===== src/rtl/imm_encoder.sv =====
// Instruction immediate packer: writes a signed immediate into the I/S/B/J bit
// positions of a base instruction word. It uses a two-stage valid/ready pipeline
// with saturating handoff counters.
module imm_encoder #(
   parameter int CNT_W = 16
) (
   input  logic             clk,
   input  logic             rst,
   input  logic             flush,
   input  logic             in_valid,
   output logic             in_ready,
   input  logic [1:0]       imm_sel,
   input  logic [31:0]      imm_in,
   input  logic [31:0]      base_inst,
   output logic             out_valid,
   input  logic             out_ready,
   output logic [31:0]      out_inst,
   output logic             out_err,
   output logic [CNT_W-1:0] enc_cnt,
   output logic [CNT_W-1:0] err_cnt
);

   typedef enum logic [1:0] {SEL_I = 2'b00, SEL_S = 2'b01, SEL_B = 2'b10, SEL_J = 2'b11} sel_t;

   logic        s1_valid;
   logic [31:0] s1_inst;
   sel_t        s1_sel;
   logic [19:0] s1_imm;
   logic        s1_err;

   logic        s2_adv, s1_adv, accept, handoff;
   logic        fit12, fit20, in_err;
   logic [31:0] packed_inst;

   assign s2_adv   = !out_valid || out_ready;
   assign s1_adv   = !s1_valid || s2_adv;
   assign in_ready = s1_adv && !flush;
   assign accept   = in_valid && in_ready;
   assign handoff  = out_valid && out_ready;

   // The upper immediate bits must all equal the sign bit of the field.
   assign fit12  = (&imm_in[31:11]) || !(|imm_in[31:11]);
   assign fit20  = (&imm_in[31:19]) || !(|imm_in[31:19]);
   assign in_err = (sel_t'(imm_sel) == SEL_J) ? !fit20 : !fit12;

   always_comb begin
      // NOTE: default first so every path assigns packed_inst; no latch is inferred.
      packed_inst = s1_inst;
      unique case (s1_sel)
         SEL_I: packed_inst[31:20] = s1_imm[11:0];
         SEL_S: begin
            packed_inst[31:25] = s1_imm[11:5];
            packed_inst[11:7]  = s1_imm[4:0];
         end
         SEL_B: begin
            packed_inst[31]    = s1_imm[11];
            packed_inst[7]     = s1_imm[10];
            packed_inst[30:25] = s1_imm[9:4];
            packed_inst[11:8]  = s1_imm[3:0];
         end
         SEL_J: begin
            packed_inst[31]    = s1_imm[19];
            packed_inst[19:12] = s1_imm[18:11];
            packed_inst[20]    = s1_imm[10];
            packed_inst[30:21] = s1_imm[9:0];
         end
      endcase
   end

   // NOTE: stage-1 payload needs no reset; s1_valid qualifies it.
   always_ff @(posedge clk) begin
      if (accept) begin
         s1_inst <= base_inst;
         s1_sel  <= sel_t'(imm_sel);
         s1_imm  <= imm_in[19:0];
         s1_err  <= in_err;
      end
   end

   // NOTE: sequential state uses non-blocking assignments only.
   always_ff @(posedge clk) begin
      if (rst) begin
         s1_valid  <= 1'b0;
         out_valid <= 1'b0;
         out_inst  <= '0;
         out_err   <= 1'b0;
         enc_cnt   <= '0;
         err_cnt   <= '0;
      end else begin
         if (flush) begin
            s1_valid  <= 1'b0;
            out_valid <= 1'b0;
         end else begin
            if (s1_adv) s1_valid <= accept;
            if (s2_adv) out_valid <= s1_valid;
         end
         if (s2_adv && s1_valid && !flush) begin
            out_inst <= packed_inst;
            out_err  <= s1_err;
         end
         // A handoff in a flush cycle still counts.
         if (handoff && !(&enc_cnt)) enc_cnt <= enc_cnt + CNT_W'(1);
         if (handoff && out_err && !(&err_cnt)) err_cnt <= err_cnt + CNT_W'(1);
      end
   end

endmodule

===== config.mk =====
export PLATFORM = sky130hd
export DESIGN_NAME = imm_encoder
export DESIGN_NICKNAME = d
export VERILOG_FILES = /design/src/rtl/imm_encoder.sv
export SDC_FILE = /design/constraint.sdc
export NUM_CORES = 1
export LEC_CHECK = 0
export BUFFER_PORTS_ARGS = -buffer_cell sky130_fd_sc_hd__buf_2
export CORE_ASPECT_RATIO = 1.5
export CORE_UTILIZATION = 50
export CTS_CLUSTER_SIZE = 14
export DETAILED_ROUTE_END_ITERATION = 8
export GPL_TIMING_DRIVEN = 0
export MAX_ROUTING_LAYER = met4
export PLACE_DENSITY_LB_ADDON = 0.3
export SLEW_MARGIN = 15
export SYNTH_ARGS = -nofsm -noshare
export SYNTH_HDL_FRONTEND = slang
export SYNTH_SLANG_ARGS = --single-unit

===== constraint.sdc =====
create_clock -name clk -period 3.75 [get_ports clk]
set_input_delay 0.5625 -clock clk [delete_from_list [all_inputs] [get_ports clk]]
set_output_delay 0.5625 -clock clk [all_outputs]
set_load 0.01 [all_outputs]

# Word level (Yosys, flattened, before mapping)
# Index checks and enable logic that the tools add are counted.
[word_totals]
reg_bits = 115
[classes]
add_sub_neg = 2
eq_ne = 4
mux = 5
reduce_logical = 30
[op_table]
columns = ["operator", "n"]
rows = [
  ["$add 16x1->16 const B", 2],
  ["$reduce_and 16->1", 2],
  ["$pmux 7 s3", 1],
  ["$reduce_and 21->1", 1],
  ["$reduce_or 21->1", 1],
  ["$pmux 5 s2", 2],
  ["$reduce_and 13->1", 1],
  ["$reduce_or 13->1", 1],
  ["$logic_not 1->1", 9],
  ["$logic_and 1x1->1", 8],
  ["$mux 8", 1],
  ["$eq 2x2->1 const B", 3],
  ["$logic_or 1x1->1", 4],
  ["$reduce_or 2->1", 2],
  ["$eq 2x1->1 const B", 1],
  ["$logic_not 2->1", 1],
  ["$mux 1", 1],
]

# Depth between registers and ports, before layout
# Gate-level depths: netlist (run 1).
[logic_depth]
ltp_word = 5
mapped_depth = 7
ltp_nobuf = 6

# Worst setup path after synthesis (run 1)
# OpenSTA, ideal clock, no wires.
[synth_timing]
path_type = "input port to flip-flop"
start = "in out_ready"
end = "reg s1_err (enable)"
t_arrival_ns = 2.107
t_required_ns = 3.340
path_slack_ns = 1.233
path_stages = 3
cell_sequence = "nor2b_1 a21oi_1 and2_1"
[synth_via]
elab_chain_len = 4
[synth_lines]
columns = ["element", "line", "source"]
rows = [
  ["from (decl)", "16", "input logic out_ready,"],
  ["$logic_or 1x1->1", "35", "assign s2_adv = !out_valid || out_ready;"],
  ["$logic_or 1x1->1", "36", "assign s1_adv = !s1_valid || s2_adv;"],
  ["$logic_and 1x1->1", "37", "assign in_ready = s1_adv && !flush;"],
  ["via in_ready", "11", "output logic in_ready,"],
  ["$logic_and 1x1->1", "38", "assign accept = in_valid && in_ready;"],
  ["via accept", "31", "logic s2_adv, s1_adv, accept, handoff;"],
  ["to (signal assigned)", "76", "s1_err <= in_err;"],
  ["to (decl)", "29", "logic s1_err;"],
]
# The timed path passes the listed nets, and every way through them passes these cells.
# A chain may end at the register's enable or synchronous reset.

# Worst setup path after layout (run 1)
[layout_timing]
start = "reg out_valid"
end = "out in_ready"
[layout_via]
elab_chain_len = 4
[layout_lines]
columns = ["element", "line", "source"]
rows = [
  ["from (decl)", "15", "output logic out_valid,"],
  ["from (signal assigned)", "95", "if (s2_adv) out_valid <= s1_valid;"],
  ["$logic_not 1->1", "35", ""],
  ["$logic_or 1x1->1", "35", ""],
  ["$logic_or 1x1->1", "36", ""],
  ["$logic_and 1x1->1", "37", ""],
  ["to (decl)", "11", ""],
]
# No other way between the ends.

==> results of run 1 <==
==> cell type report <==
type                       count  area (sq um)  share of cell area, %
multi-input combinational    304          1800                   29.4
tap                          110           138                   2.25
clock inverter                10           180                   2.94
clock buffer                  22           464                   7.58
timing repair buffer         130           666                   10.9
inverter                       4          15.0                  0.245
sequential                   115          2780                   45.4
buffer                        20          81.3                   1.33
==> flip-flops by register name, indices dropped and copies added, names as in the netlist <==
signal / flops
s1_err: 1
out_inst: 32
out_err: 1
s1_valid: 1
out_valid: 1
s1_inst: 25
err_cnt: 16
s1_imm: 20
s1_sel: 2
enc_cnt: 16
==> where the power goes <==
part	switching [uW]	internal (uW)
Combinational	96.2	65.2
Clock	535	1210
Sequential	20.4	1360
==> per-stage QoR <==
stage	hold WS (ns)	power (uW)	instances
floorplan	0.471	1480	443
global placement	0.441	1550	682
detailed placement	0.445	1560	683
CTS	0.315	3300	715
global route	0.314	3390	715
finish	0.327	3280	715
==> worst min-delay path by stage <==
stage                    to  slack, ns          start  depth (start not counted)
6_report        s1_inst[13]       0.33  base_inst[13]                          1
5_1_grt           s1_imm[1]       0.31      imm_in[1]                          1
4_1_cts         s1_inst[13]       0.32  base_inst[13]                          1
3_5_place_dp   out_inst[11]       0.45   out_inst[11]                          2
3_3_place_gp    out_inst[0]       0.44    out_inst[0]                          2
2_1_floorplan       out_err       0.47         s1_err                          2
==> routing by layer <==
layer	global-route usage [%]	part of all wire [%]	vias to the layer above
met4	11.3	2.7	0
met2	41.5	53	163
li1	-	-	1930
met5	-	0	-
met3	7.25	5.8	26
met1	25.7	38	1884
==> cell usage in the layout (no fill, tap or decap), drive strengths merged, types with 10 or more instances in the layout <==
cell type    n
nor4        11
o21ai       18
nand2       59
nor3        16
xnor2       17
a21oi       24
nand4       16
nor2        50
nand3       13
clkbuf      36
a22oi       10
dfxtp       67
edfxtp      48
buf        136
==> logic make-up after synthesis <==
| group | share of synthesized area (%) |
|---|---|
| simple gates | 20.0 |
| flops | 59.5 |
| compound gates | 10.6 |
| xor+xnor | 4.49 |
| buf+inv | 2.06 |
| mux | 1.71 |
| fa+ha+maj | 1.60 |
==> out/qor.yml, run 1 <==
critical_path:
  r2r_end: "err_cnt[15]"
  cp_slowest_stage_delay_ns: 0.48
  crit_fanout: 7
  critPathLaunch: "out_valid"
  cp_top_family: "flip-flops"
  cp-start-kind: "flip-flop"
  r2r-start: "err_cnt[0]"
  crit_slowest_cell: "dfxtp_1"
  required_ns: 3.19
  path_cells: "nor2b_1 > a21oi_1 > buf_2"
  path_depth: 3
  crit_buf_inv: 1
  regToRegSetupSlack_ns: 1.84
  cp-end-kind: "output port"
  crit_type: "reg -> out"
  r2r_cells: 6
  critPathCapture: "in_ready"
  arrival_ns: 1.52
yosys:
  synth.most_common_cell: "dfxtp_1"
  yosysWarnings: 0
  synth_ff_type: "dfxtp_1"
  yosys.cell_types.count: 45
  synth-seq-cells: 115
  synth_top_area_share_pct: 30.8
  synth_cells: 443
  synthesis.nets: 520
  synth_area_leaders: "edfxtp_1 (31%), dfxtp_1 (29%), nand2_1 (4.7%)"
  synth_async_sr_flop_share_pct: 0
  syn_avg_cell_area_sq_um: 10.6
  synth_common_cells: "dfxtp_1 (67), nand2_1 (59), nor2_1 (50), edfxtp_1 (48), a21oi_1 (24)"
  synth_edf_count: 48
  ys_seq_area_share_pct: 59.5
  synth_area_sq_um: 4680
  synth_top_cell_by_area: "edfxtp_1"
floorplan:
  placement_rows: 42
  die_w_um: 81.0
  coreArea_sq_um: 8930
  pin_count: 138
  initial_utilization_pct: 52.4
  die_h_um: 120
  die_area_sq_um: 9760
power:
  ir_drop_mv: 0.382
  p_leak_uw: 0.00239
  p_per_area_nw_per_um2: 536
final_layout:
  post-route-util_pct: 68.6
  nets: 669
  fillCellCount: 714
  final_area_sq_um: 6130
  drive_above_1_share_pct: 28.6
  area_growth_pct: 31.0
  antenna_cells: 0
global_route:
  overflow: 0
  grt_start_max_net_pins: 39
  grt_use_total_pct: 24.5
  antenna_found_initial: 0
  grt_pass1_vias: 3863
  grt_pass1_wl_um: 17400
timing:
  rsz0062_at_grt: "no"
  tns_ns: 0
  slew_violations: 0
  fin_skew_ns: 0.0104
  setup_ws_ns: 1.67
  fin_crit_sh_pct: 55.6
  final_hold_viol_count: 0
  post-route-min-period_ns: 2.08
  slew_headroom_pct: 56.4
  worstMarginPinSlew_ns: 0.655
  setup_viol: 0
  clock.fmax_mhz: 480
detailed_routing:
  drt-total-wl_um: 10800
  route.vias.total: 4003
  via_per_inst: 5.60
  antenna_left: 0
  routedWlPerCell_um: 15.2
  drtPass1Iterations: 6
  drtIter0Drc: 148
  drc: 0
run:
  drv_cap: 0
clock_network:
  clock_tree.buffer_depth: 2
  cts_setup_buffers: 0
  clk_pin_slew_ns: 0.06
  cts_root_buf: "clkbuf_16"
  cts_hold_buf: 0
  htree_num_levels: 4
  cts_sinks: 115
  cts_buffers: 17
  post_cts_resized: 0
  cts_tree: "yes"
  clock_latency_ns: 0.41
status:
  status: "completed"
placement:
  dp_hpwl_um: 7780
  place_area_sq_um: 5480
  numPortBuffers: 129
  gp_congestion: 0.844
  dp_slack_ns: 1.66
min_path:
  hold_class: "in -> reg"
No activity file was read; power rests on OpenSTA's default activity.
==> inputs of run 2 (changes only) <==
Clock period 3.75 ns to 2 ns, I/O delays scaled along.
==> run 2 against run 1 <==
Effect of this change: sequential cell count stayed put; cell count is 0.42% lower; via count is 3.0% lower; clock power is 44% higher; sequential power is 87% higher; largest power group is now sequential cells.
==> out/qor.yml, run 2 (same netlist as run 1, synthesis figures left out) <==
detailed_routing:
  via_per_inst: 5.45
  drtIter0Drc: 157
  drc: 0
  drt-total-wl_um: 10300
  routedWlPerCell_um: 14.5
  drtPass1Iterations: 5
  antenna_left: 0
  route.vias.total: 3883
final_layout:
  regArea_sq_um: 2780
  final_cell_mix: "buf_2 (134), dfxtp_1 (67), nand2_1 (59)"
  largest_reg_flops: 32
  nets: 667
  final_common_cell: "buf_2"
  area_growth_pct: 27.6
  post-route-util_pct: 66.8
  antenna_cells: 0
  multi_input_area_sq_um: 1810
  top_register: "out_inst"
  drive_above_1_share_pct: 28.6
  reg_top3: "out_inst x32, s1_inst x25, s1_imm x20"
  fillCellCount: 713
global_route:
  overflow: 0
  grt_start_max_net_pins: 49
  antenna_found_initial: 0
  grt_use_total_pct: 23.6
  grt_pass1_vias: 3699
  grt_pass1_wl_um: 16700
critical_path:
  arrival_ns: 2.17
  crit_fanout: 6
  cp-start-kind: "flip-flop"
  required_ns: 2.26
  crit_type: "reg -> reg"
  cp-end-kind: "flip-flop"
  r2r_cells: 6
timing:
  slew_headroom_pct: 57.7
  fin_skew_ns: 0.00867
  post-route-min-period_ns: 1.90
  worstMarginPinSlew_ns: 0.635
  slew_violations: 0
  fin_crit_sh_pct: 95.1
  clock.fmax_mhz: 526
  tns_ns: 0
  final_hold_viol_count: 0
  rsz0062_at_grt: "no"
  setup_viol: 0
clock_network:
  cts_sinks: 115
  cts_tree: "yes"
  cts_hold_buf: 0
  cts_root_buf: "clkbuf_16"
  clock_tree.buffer_depth: 2
  cts_buffers: 17
  clock_latency_ns: 0.40
  cts_setup_buffers: 0
  clk_pin_slew_ns: 0.05
  post_cts_resized: 1
  htree_num_levels: 4
power:
  p_per_area_nw_per_um2: 903
  pwr-share-seq_pct: 47.9
  p_int_uw: 4200
  p_leak_uw: 0.00231
  p_switching_uw: 1190
  sw_frac_of_total_pct: 22.1
  p_comb_share_pct: 5.5
  ir_drop_mv: 0.709
  clkPwrFrac_pct: 46.6
floorplan:
  pin_count: 138
  initial_utilization_pct: 52.4
  die_h_um: 120
  die_w_um: 81.0
  coreArea_sq_um: 8930
  placement_rows: 42
  die_area_sq_um: 9760
status:
  status: "completed"
min_path:
  hold_class: "in -> reg"
  whs_path_depth: 1
placement:
  numPortBuffers: 129
  dp_hpwl_um: 7590
  gp_congestion: 0.861
run:
  drv_cap: 0
## run 2: worst max-delay path, stage by stage (launching register included)
cell	delay, ns
dfxtp_1	0.42
ha_1	0.23
nand3_1	0.21
nor4_2	0.53
nor4b_1	0.14
xnor2_1	0.18
nor2_1	0.05
## run 2: path summary, 6_finish.rpt
check                                   from            to  slack, ns
worst max-delay path              err_cnt[0]    err_cnt[5]        0.1
worst min-delay path            base_inst[5]    s1_inst[5]       0.07
worst max register to register    err_cnt[0]    err_cnt[5]        0.1
worst min register to register  out_inst[11]  out_inst[11]       0.45
## run 2: area by class of cell
| cell class | instances | share of cell area (%) |
|---|---|---|
| sequential | 115 | 46.6 |
| multi-input combinational | 304 | 30.3 |
| clock buffer | 18 | 7.19 |
| clock inverter | 13 | 1.19 |
| inverter | 4 | 0.251 |
| tap | 110 | 2.31 |
| timing repair buffer | 129 | 10.8 |
| buffer | 19 | 1.30 |
## run 2: layer usage
layer	track usage, %	up-vias	part of all wire, %
met5	-	-	0
met4	13.2	0	2.5
met3	6.42	14	5.5
met2	38.4	136	53
met1	25.5	1808	40
li1	-	1925	-
## run 2: per-stage QoR
step	setup WS, ns	hold WS [ns]	std cells	power [uW]	area, sq um
after floorplan	0.0542	0.379	443	2780	4680
after global placement	-0.0655	0.441	682	2910	5460
after detailed placement	-0.124	0.444	682	2930	5460
after CTS	0.139	0.0517	713	5450	5960
after global routing	0.00347	0.0486	712	5600	5970
final	0.0977	0.0691	712	5390	5970
## run 2: power groups by stage
| stage | Sequential (uW) | Combinational, uW | Clock, uW |
|---|---|---|---|
| finish | 2580 | 295 | 2510 |
| global route | 2590 | 332 | 2680 |
| CTS | 2580 | 299 | 2570 |
| detailed placement | 2630 | 298 | 0 |
| global placement | 2620 | 289 | 0 |
| floorplan | 2630 | 151 | 0 |
